===== src/rtl/f_fetch_unit.sv =====
// F-stage fetch unit: owns the fetch PC, issues one instruction-memory request at a
// time and holds the returned instruction for the F/D register until it is accepted.
module f_fetch_unit #(
  parameter int                ADDR_W   = 32,
  parameter logic [ADDR_W-1:0] RESET_PC = 32'h0000_3000
) (
  input  logic              i_clk,
  input  logic              i_rst_n,
  input  logic [ADDR_W-1:0] i_npc,
  input  logic              i_stall,
  output logic              o_imem_req,
  output logic [ADDR_W-1:0] o_imem_addr,
  input  logic              i_imem_rvalid,
  input  logic [31:0]       i_imem_rdata,
  output logic [ADDR_W-1:0] o_F_pc,
  output logic [31:0]       o_F_instr,
  output logic              o_F_valid,
  output logic              o_misalign
);

  typedef enum logic [1:0] {
    S_IDLE = 2'd0,
    S_REQ  = 2'd1,
    S_WAIT = 2'd2,
    S_HOLD = 2'd3
  } state_e;

  state_e            state_q, state_d;
  logic [ADDR_W-1:0] pc_q, pc_d;
  logic [31:0]       instr_q, instr_d;
  logic              mis_q, mis_d;

  always_ff @(posedge i_clk or negedge i_rst_n) begin
    if (!i_rst_n) begin
      state_q <= S_IDLE;
      pc_q    <= RESET_PC;
      instr_q <= 32'h0;
      mis_q   <= 1'b0;
    end else begin
      state_q <= state_d;
      pc_q    <= pc_d;
      instr_q <= instr_d;
      mis_q   <= mis_d;
    end
  end

  always_comb begin
    state_d    = state_q;
    pc_d       = pc_q;
    instr_d    = instr_q;
    mis_d      = mis_q;
    o_imem_req = 1'b0;
    o_F_valid  = 1'b0;
    unique case (state_q)
      S_IDLE: state_d = S_REQ;
      S_REQ: begin
        o_imem_req = 1'b1;
        state_d    = S_WAIT;
      end
      S_WAIT: begin
        if (i_imem_rvalid) begin
          instr_d = i_imem_rdata;
          state_d = S_HOLD;
        end
      end
      S_HOLD: begin
        o_F_valid = 1'b1;
        // Low bits of a bad target are dropped; the sticky flag records it.
        if (!i_stall) begin
          pc_d    = {i_npc[ADDR_W-1:2], 2'b00};
          mis_d   = mis_q | (|i_npc[1:0]);
          state_d = S_REQ;
        end
      end
      default: state_d = S_IDLE;
    endcase
  end

  assign o_imem_addr = pc_q;
  assign o_F_pc      = pc_q;
  assign o_F_instr   = instr_q;
  assign o_misalign  = mis_q;

endmodule


===== config.mk =====
export PLATFORM = sky130hd
export DESIGN_NAME = f_fetch_unit
export DESIGN_NICKNAME = d
export VERILOG_FILES = /design/src/rtl/f_fetch_unit.sv
export SDC_FILE = /design/constraint.sdc
export NUM_CORES = 1
export LEC_CHECK = 0
export CAP_MARGIN = 10
export CORE_MARGIN = 2
export CORE_UTILIZATION = 38
export DETAILED_ROUTE_END_ITERATION = 12
export PLACE_DENSITY_LB_ADDON = 0.25
export SLEW_MARGIN = 20
export SYNTH_ARGS = -nofsm -noshare
export SYNTH_HDL_FRONTEND = slang
export SYNTH_SLANG_ARGS = --single-unit

===== constraint.sdc =====
create_clock -name i_clk -period 1.49 [get_ports i_clk]
set_input_delay 0.2235 -clock i_clk [delete_from_list [all_inputs] [get_ports i_clk]]
set_output_delay 0.2235 -clock i_clk [all_outputs]
set_load 0.01 [all_outputs]

==> summary.md, run 1 <==
| Metric | Value |
|---|---|
| R2R setup slack | `0.01 ns` |
| Netlist cell types | `17` |
| Final WL | `just under 7 mm` |
| First DRT Iteration DRCs | `31` |
| Synth warn | `0` |
| Sequential fraction of the synthesis area | `between 50% and 60%` |
| DR pass1 iterations | `2` |
| Port Buffers | `162` |
| Core Box Area | `7330 µm²` |
| Most frequent cells in the layout | `clkdlybuf4s50_1, dfrtp_1, dlymetal6s2s_1, mux2_4, mux2_2` |
| Vias per cell | `4.39` |
| Crit path capture type | `flop` |
| Initial core utilization | `about 40%` |
| I/O Pins | `about 170` |
| Commonest non-fill, non-tap cell in the layout | `clkdlybuf4s50_1` |
| Placed inst area | `4420 µm²` |
| Sink Count | `65` |
| Worst setup SP type | `flop` |
| P per Cell Area | `between 1500 and 2000 nW/µm²` |
| Root buffer cell | `clkbuf_8` |
| Reg clk slew, reported paths | `around 0.07 ns` |
| Pleak | `around 2.7 nW` |
| Cells after synthesis | `182` |
| RSZ-0062 raised after global routing | `true` |
| Die width | `between 90 and 100 µm` |
| Die area | `8400 µm²` |
| Clk_skew | `around 0.0095 ns` |
| Endpoints failing setup | `0` |
| Gr ovfl total | `0` |
| WL per Instance | `15.7 µm` |
| First-pass GRT wire length | `10.4 mm` |
| TritonCTS buffer count | `9` |
| Final Hold Viols | `0` |
| Skew-Pair Late Insertion Delay | `between 0.3 and 0.4 ns` |
| Maximum VDD drop | `0.00119 V` |
| Crit path DAT | `around 1.7 ns` |
| DR vias | `about 1900` |
| Die Ht | `91.6 µm` |
| Post-route ant nets | `0` |
| Number of antenna violations at the first check in global routing | `0` |
| Htree depth | `3` |
| Worst setup endpoint | `o_F_instr[13]` |
| Worst Reg2Reg Path Length in Cells | `6` |
| Final min period | `roughly 1.5 ns` |
| Req. time, crit path | `1.70 ns` |
| Reported max-cap violation count | `0` |
| Vias in the first global route | `1962` |
| Area growth, synth to finish | `63.2%` |
| Outcome | `complete, no violations` |
| Clock buffer depth | `2` |
| Residual DRC | `0` |
| Syn Area/Cell | `between 15 and 20 µm²` |
| Final-report max-slew violation count | `0` |
| Reg-to-reg endpoint | `o_F_instr[13]` |
| HP Class | `input pin to async pin` |
| Largest net degree at the start of global routing | `32` |
| Number of cell rows | `31` |
| CTS tree | `yes` |
| Mapped cell area | `~2900 µm²` |
| Gpl congestion | `0.695` |
| Fraction of layout cells with a size suffix above 1 | `28.4%` |
| Nets | `roughly 400` |
| Final Total Pwr | `approximately 0.0095 W` |
| Final period util | `between 90% and 100%` |
| Worst-path fanout max | `18` |
| Final HPWL DP | `between 4 and 5 mm` |
| Fmax | `between 600 and 700 MHz` |
| Antenna diodes | `0` |
| Category of the most critical setup path | `flop to flop` |
| Setup crit start | `state_q[0]` |
| Design Area, Final | `roughly 4800 µm²` |
| Flops & latches, synth | `65` |
| R2r startpoint | `state_q[0]` |
| GR Util All Layers | `between 15 and 20%` |
[final cells by class]
cell class	count	area, µm²
Clock buffer	12	155
Timing Repair Buffer	173	1860
Fill cell	560	2570
Sequential cell	65	1630
Tap cell	99	124
Multi-Input combinational cell	77	952
Clock inverter	4	27.5
Inverter	3	11.3
[flip-flops by register name, indices dropped and copies added (netlist names)]
name / count
o_F_instr: 32
o_F_pc: 30
o_misalign: 1
state_q: 2
[how the worst min path moves through the flow]
stage            start           end  slack (ns)  cells after the start
2_1_floorplan  i_rst_n  o_F_instr[0]       -0.07                      0
3_3_place_gp   i_rst_n     o_F_pc[5]        0.21                      1
3_5_place_dp   i_rst_n     o_F_pc[5]        0.21                      1
4_1_cts        i_rst_n    o_F_pc[29]        0.39                      2
5_1_grt        i_rst_n    o_F_pc[29]        0.41                      2
6_report       i_rst_n    o_F_pc[29]        0.39                      2
[critical path, stage by stage, from the launching register on]
cell and delay [ns]:
dfrtp_1 0.40, buf_4 0.15, inv_2 0.06, ha_2 0.20, nand2_4 0.07, buf_12 0.17, mux2_4 0.31
[layer usage]
metal	part of all wire, %	GRT usage, %
met4	1.1	6.82
met3	6.7	3.78
met1	38	19.2
met2	55	27.5
met5	0	0
[logic make-up (layout without fill, tap and decap cells)]
kind of cell	Yosys count	in the layout	synth area share, %
AOI/OAI and AO/OA	2	2	0.429
adders and majority gates	4	4	1.72
buffers and inverters	43	192	12.3
DFF	65	65	55.8
muxes	64	64	28.5
other	1	4	0.129
and+or+nand+nor	3	3	1.07
[power breakdown]
group          leakage, nW  switching (W)  internal (W)  total, W
Combinational         1.83        0.00181       0.00315   0.00496
Sequential           0.764       0.000537       0.00268   0.00322
Clock               0.0846       0.000648      0.000692   0.00134
[synth_stat cells]
master,count,area (µm²)
dfrtp_1,63,1580
buf_4,34,255
mux2_2,30,338
mux2_4,30,450
ha_1,4,50.1
buf_12,3,60.1
buf_6,3,33.8
inv_1,3,11.3
dfstp_2,2,52.6
mux2_1,2,22.5
mux2i_1,2,20.0
a22oi_1,1,7.51
conb_1,1,3.75
nand2_4,1,11.3
nand2b_1,1,6.26
nor2b_4,1,13.8
o21ai_0,1,5.00
[stage by stage]
stage	setup WS [ns]	std cells	util, %	hold WS, ns	TNS (ns)
detailed placement	-0.0486	414	60.3	0.211	-0.910
finish	0.0123	433	64.9	0.392	0
global route	-0.0471	433	64.9	0.412	-1.54
CTS	0.000954	432	62.6	0.388	0
global placement	-0.0210	414	60.3	0.212	-0.487
floorplan	0.0760	185	-	-0.0721	0
[repair_timing]
| item | 4_1_cts | 5_1_grt |
|---|---|---|
| hold buffers | 1 | 0 |
| buffers inserted | 1 | 1 |
| resized for setup | 26 | 65 |
| endpoints found under the setup margin | 28 | 123 |
| endpoints found under the hold margin | 14 | 0 |
Note: power is estimated with default switching activity, not from simulation.
==> run 2, diff against run 1 <==
--- a/config.mk
+++ b/config.mk
@@ -5,6 +5,7 @@
 export SDC_FILE = /design/constraint.sdc
 export NUM_CORES = 1
 export LEC_CHECK = 0
+export ABC_CLOCK_PERIOD_IN_PS = 1490
 export CAP_MARGIN = 10
 export CORE_MARGIN = 2
 export CORE_UTILIZATION = 38
==> results of run 2 <==
The final DEF is identical to that of run 1; final timing and power are the same.
==> run 3, diff against run 2 <==
--- a/config.mk
+++ b/config.mk
@@ -7,8 +7,10 @@
 export LEC_CHECK = 0
 export ABC_CLOCK_PERIOD_IN_PS = 1490
 export CAP_MARGIN = 10
+export CELL_PAD_IN_SITES_DETAIL_PLACEMENT = 1
+export CELL_PAD_IN_SITES_GLOBAL_PLACEMENT = 1
 export CORE_MARGIN = 2
-export CORE_UTILIZATION = 38
+export CORE_UTILIZATION = 29
 export DETAILED_ROUTE_END_ITERATION = 12
 export PLACE_DENSITY_LB_ADDON = 0.25
 export SLEW_MARGIN = 20
==> run 3 against run 2 <==
Net effect:
- sequential power about the same
- clock skew increased by 0.0012 ns
- combinational power decreased by 6.0%
- sequential share of layout area increased by 0.27 points
- clock power increased by 38%
- count of clock-buffer cells in the layout decreased by 2
- final cell count increased by 6.9%
- power increased by 2.3%
- core utilization decreased by 17 points
- die area increased by 30%
- critical path type unchanged
- largest power group unchanged
==> summary.md, run 3 (synthesis gave the netlist of run 1 again) <==
| Metric | Value |
|---|---|
| Clk pwr share | `19.0% (was 14.1%)` |
| Number of antenna violations at the first check in global routing | `0 (unchanged)` |
| Pleak | `2.46 nW (was 2.67 nW)` |
| DR vias | `1921 (was 1901)` |
| Sink Count | `65 (unchanged)` |
| Post-route ant nets | `0 (unchanged)` |
| Area growth, synth to finish | `61.9% (was 63.2%)` |
| Initial core utilization | `29.9% (was 39.8%)` |
| Skew-Pair Late Insertion Delay | `0.34 ns (was 0.33 ns)` |
| Req. time, crit path | `1.71 ns (was 1.70 ns)` |
| Final cell utilization of the core | `48.3% (was 64.9%)` |
| Vias per cell | `4.15 (was 4.39)` |
| Die Ht | `104 µm (was 91.6 µm)` |
| Final HPWL DP | `5.31 mm (was 4.96 mm)` |
| Crit path capture type | `flop (unchanged)` |
| Die area | `10900 µm² (was 8400 µm²)` |
| Max reg flops | `32 (unchanged)` |
| Antenna diodes | `0 (unchanged)` |
| First DRT Iteration DRCs | `28 (was 31)` |
| Fraction of layout cells with a size suffix above 1 | `27.0% (was 28.4%)` |
| CTS tree | `yes (unchanged)` |
| Category of the most critical setup path | `flop to flop (unchanged)` |
| Final WS setup | `0.0386 ns (was 0.0123 ns)` |
| Setup crit start | `state_q[1] (was state_q[0])` |
| Final Hold Viols | `0 (unchanged)` |
| Worst setup SP type | `flop (unchanged)` |
| Sw frac | `31.9% (was 31.5%)` |
| HP Class | `input pin to async pin (unchanged)` |
| Total negative slack | `0 ns (unchanged)` |
| Worst-path fanout max | `31 (was 18)` |
| Htree depth | `3 (unchanged)` |
| Most frequent cells in the layout | `clkdlybuf4s50_1, dlygate4sd2_1, dfrtp_1, mux2_4, mux2_2 (was clkdlybuf4s50_1, dfrtp_1, dlymetal6s2s_1, mux2_4, mux2_2)` |
| Clk_skew | `0.0107 ns (was 0.00955 ns)` |
| Reported max-cap violation count | `0 (unchanged)` |
| P per Cell Area | `2060 nW/µm² (was 2000 nW/µm²)` |
| Clock buffer depth | `2 (unchanged)` |
| GR Util All Layers | `13.6% (was 16.0%)` |
| Int Pwr | `0.00663 W (was 0.00652 W)` |
| Maximum VDD drop | `0.000682 V (was 0.00119 V)` |
| DR pass1 iterations | `3 (was 2)` |
| Final WL | `7.38 mm (was 6.79 mm)` |
| R2r startpoint | `state_q[1] (was state_q[0])` |
| RSZ-0062 raised after global routing | `true (unchanged)` |
| Outcome | `complete, no violations (unchanged)` |
| Vias in the first global route | `2096 (was 1962)` |
| Worst Reg2Reg Path Length in Cells | `4 (was 6)` |
| Number of cell rows | `36 (was 31)` |
| Final min period | `1.45 ns (was 1.48 ns)` |
| Residual DRC | `0 (unchanged)` |
| Commonest non-fill, non-tap cell in the layout | `clkdlybuf4s50_1 (unchanged)` |
| I/O Pins | `167 (unchanged)` |
| First-pass GRT wire length | `11.5 mm (was 10.4 mm)` |
| Worst hold margin | `0.436 ns (was 0.392 ns)` |
| Die width | `104 µm (was 91.6 µm)` |
| Root buffer cell | `clkbuf_8 (unchanged)` |
| Post-Place Worst Slack | `-0.0834 ns (was -0.0486 ns)` |
| Core Box Area | `9770 µm² (was 7330 µm²)` |
| Seq pwr share | `33.2% (was 33.8%)` |
| Final period util | `97.4% (was 99.2%)` |
| Gr ovfl total | `0 (unchanged)` |
| Sw power | `0.00311 W (was 0.00300 W)` |
| Fmax | `689 MHz (was 677 MHz)` |
| Crit path DAT | `1.67 ns (was 1.68 ns)` |
| Nets | `397 (was 401)` |
| WL per Instance | `15.9 µm (was 15.7 µm)` |
| Combinational share of power | `47.8% (was 52.1%)` |
| Port Buffers | `162 (unchanged)` |
| Final-report max-slew violation count | `0 (unchanged)` |
| Reg clk slew, reported paths | `0.08 ns (was 0.07 ns)` |
| TritonCTS buffer count | `9 (unchanged)` |
| Largest net degree at the start of global routing | `66 (was 32)` |
| Gpl congestion | `0.688 (was 0.695)` |
| Endpoints failing setup | `0 (unchanged)` |
==> run 3: critical path, stage by stage, from the launching register on <==
cell,delay [ns]
dfrtp_1,0.38
ha_2,0.21
nor2b_4,0.16
buf_12,0.20
mux2_2,0.36
==> run 3: metal layers <==
layer | wire [µm] | part of all wire, % | up-vias | GRT usage, %
met5 | 0 | 0 | - | 0
met4 | 125 | 1.7 | 0 | 5.79
met3 | 663 | 9.0 | 9 | 4.70
met2 | 3570 | 48 | 102 | 22.6
met1 | 3020 | 41 | 947 | 16.0
li1 | - | - | 863 | -
==> run 3: repair_timing <==
action,CTS,global route
pin swaps,0,0
cloned,0,1
hold buffers,1,0
gates resized for setup,69,30
hold endpoints to repair,63,0
setup endpoints to repair,66,58
setup buffers,0,0
==> run 3: final cells by class <==
class                      count  area [µm²]
fill                        1038        5050
timing repair buffer         169        1720
clock inverter                 6         116
inverter                       3        11.3
sequential                    65        1630
tap                          133         166
clock buffer                  10         128
multi-input combinational     77         948
==> run 3: worst paths after layout <==
kind / slack [ns] / to
hold reg to reg: 0.48 / o_misalign
setup / recovery: 0.04 / o_F_pc[16]
setup reg to reg: 0.04 / o_F_pc[16]
max in group asynchronous: 0.73 / o_F_pc[12]
hold / removal: 0.44 / o_F_pc[10]
min in group i_clk: 0.48 / o_misalign
==> run 3: power by group through the flow <==
stage / logic (W) / clock network [W] / registers (W)
global route: 0.00495 / 0.00200 / 0.00338
CTS: 0.00480 / 0.00190 / 0.00327
detailed placement: 0.00541 / 0 / 0.00333
global placement: 0.00528 / 0 / 0.00329
finish: 0.00466 / 0.00185 / 0.00323
floorplan: 0.00248 / 0 / 0.00365
==> run 3: metrics by stage <==
stage / total power (W) / area [µm²] / cells
2_1_floorplan: 0.00612 / 2930 / 185
3_3_place_gp: 0.00857 / 4450 / 445
3_5_place_dp: 0.00874 / 4450 / 445
4_1_cts: 0.00996 / 4620 / 462
5_1_grt: 0.0103 / 4720 / 463
6_report: 0.00974 / 4720 / 463
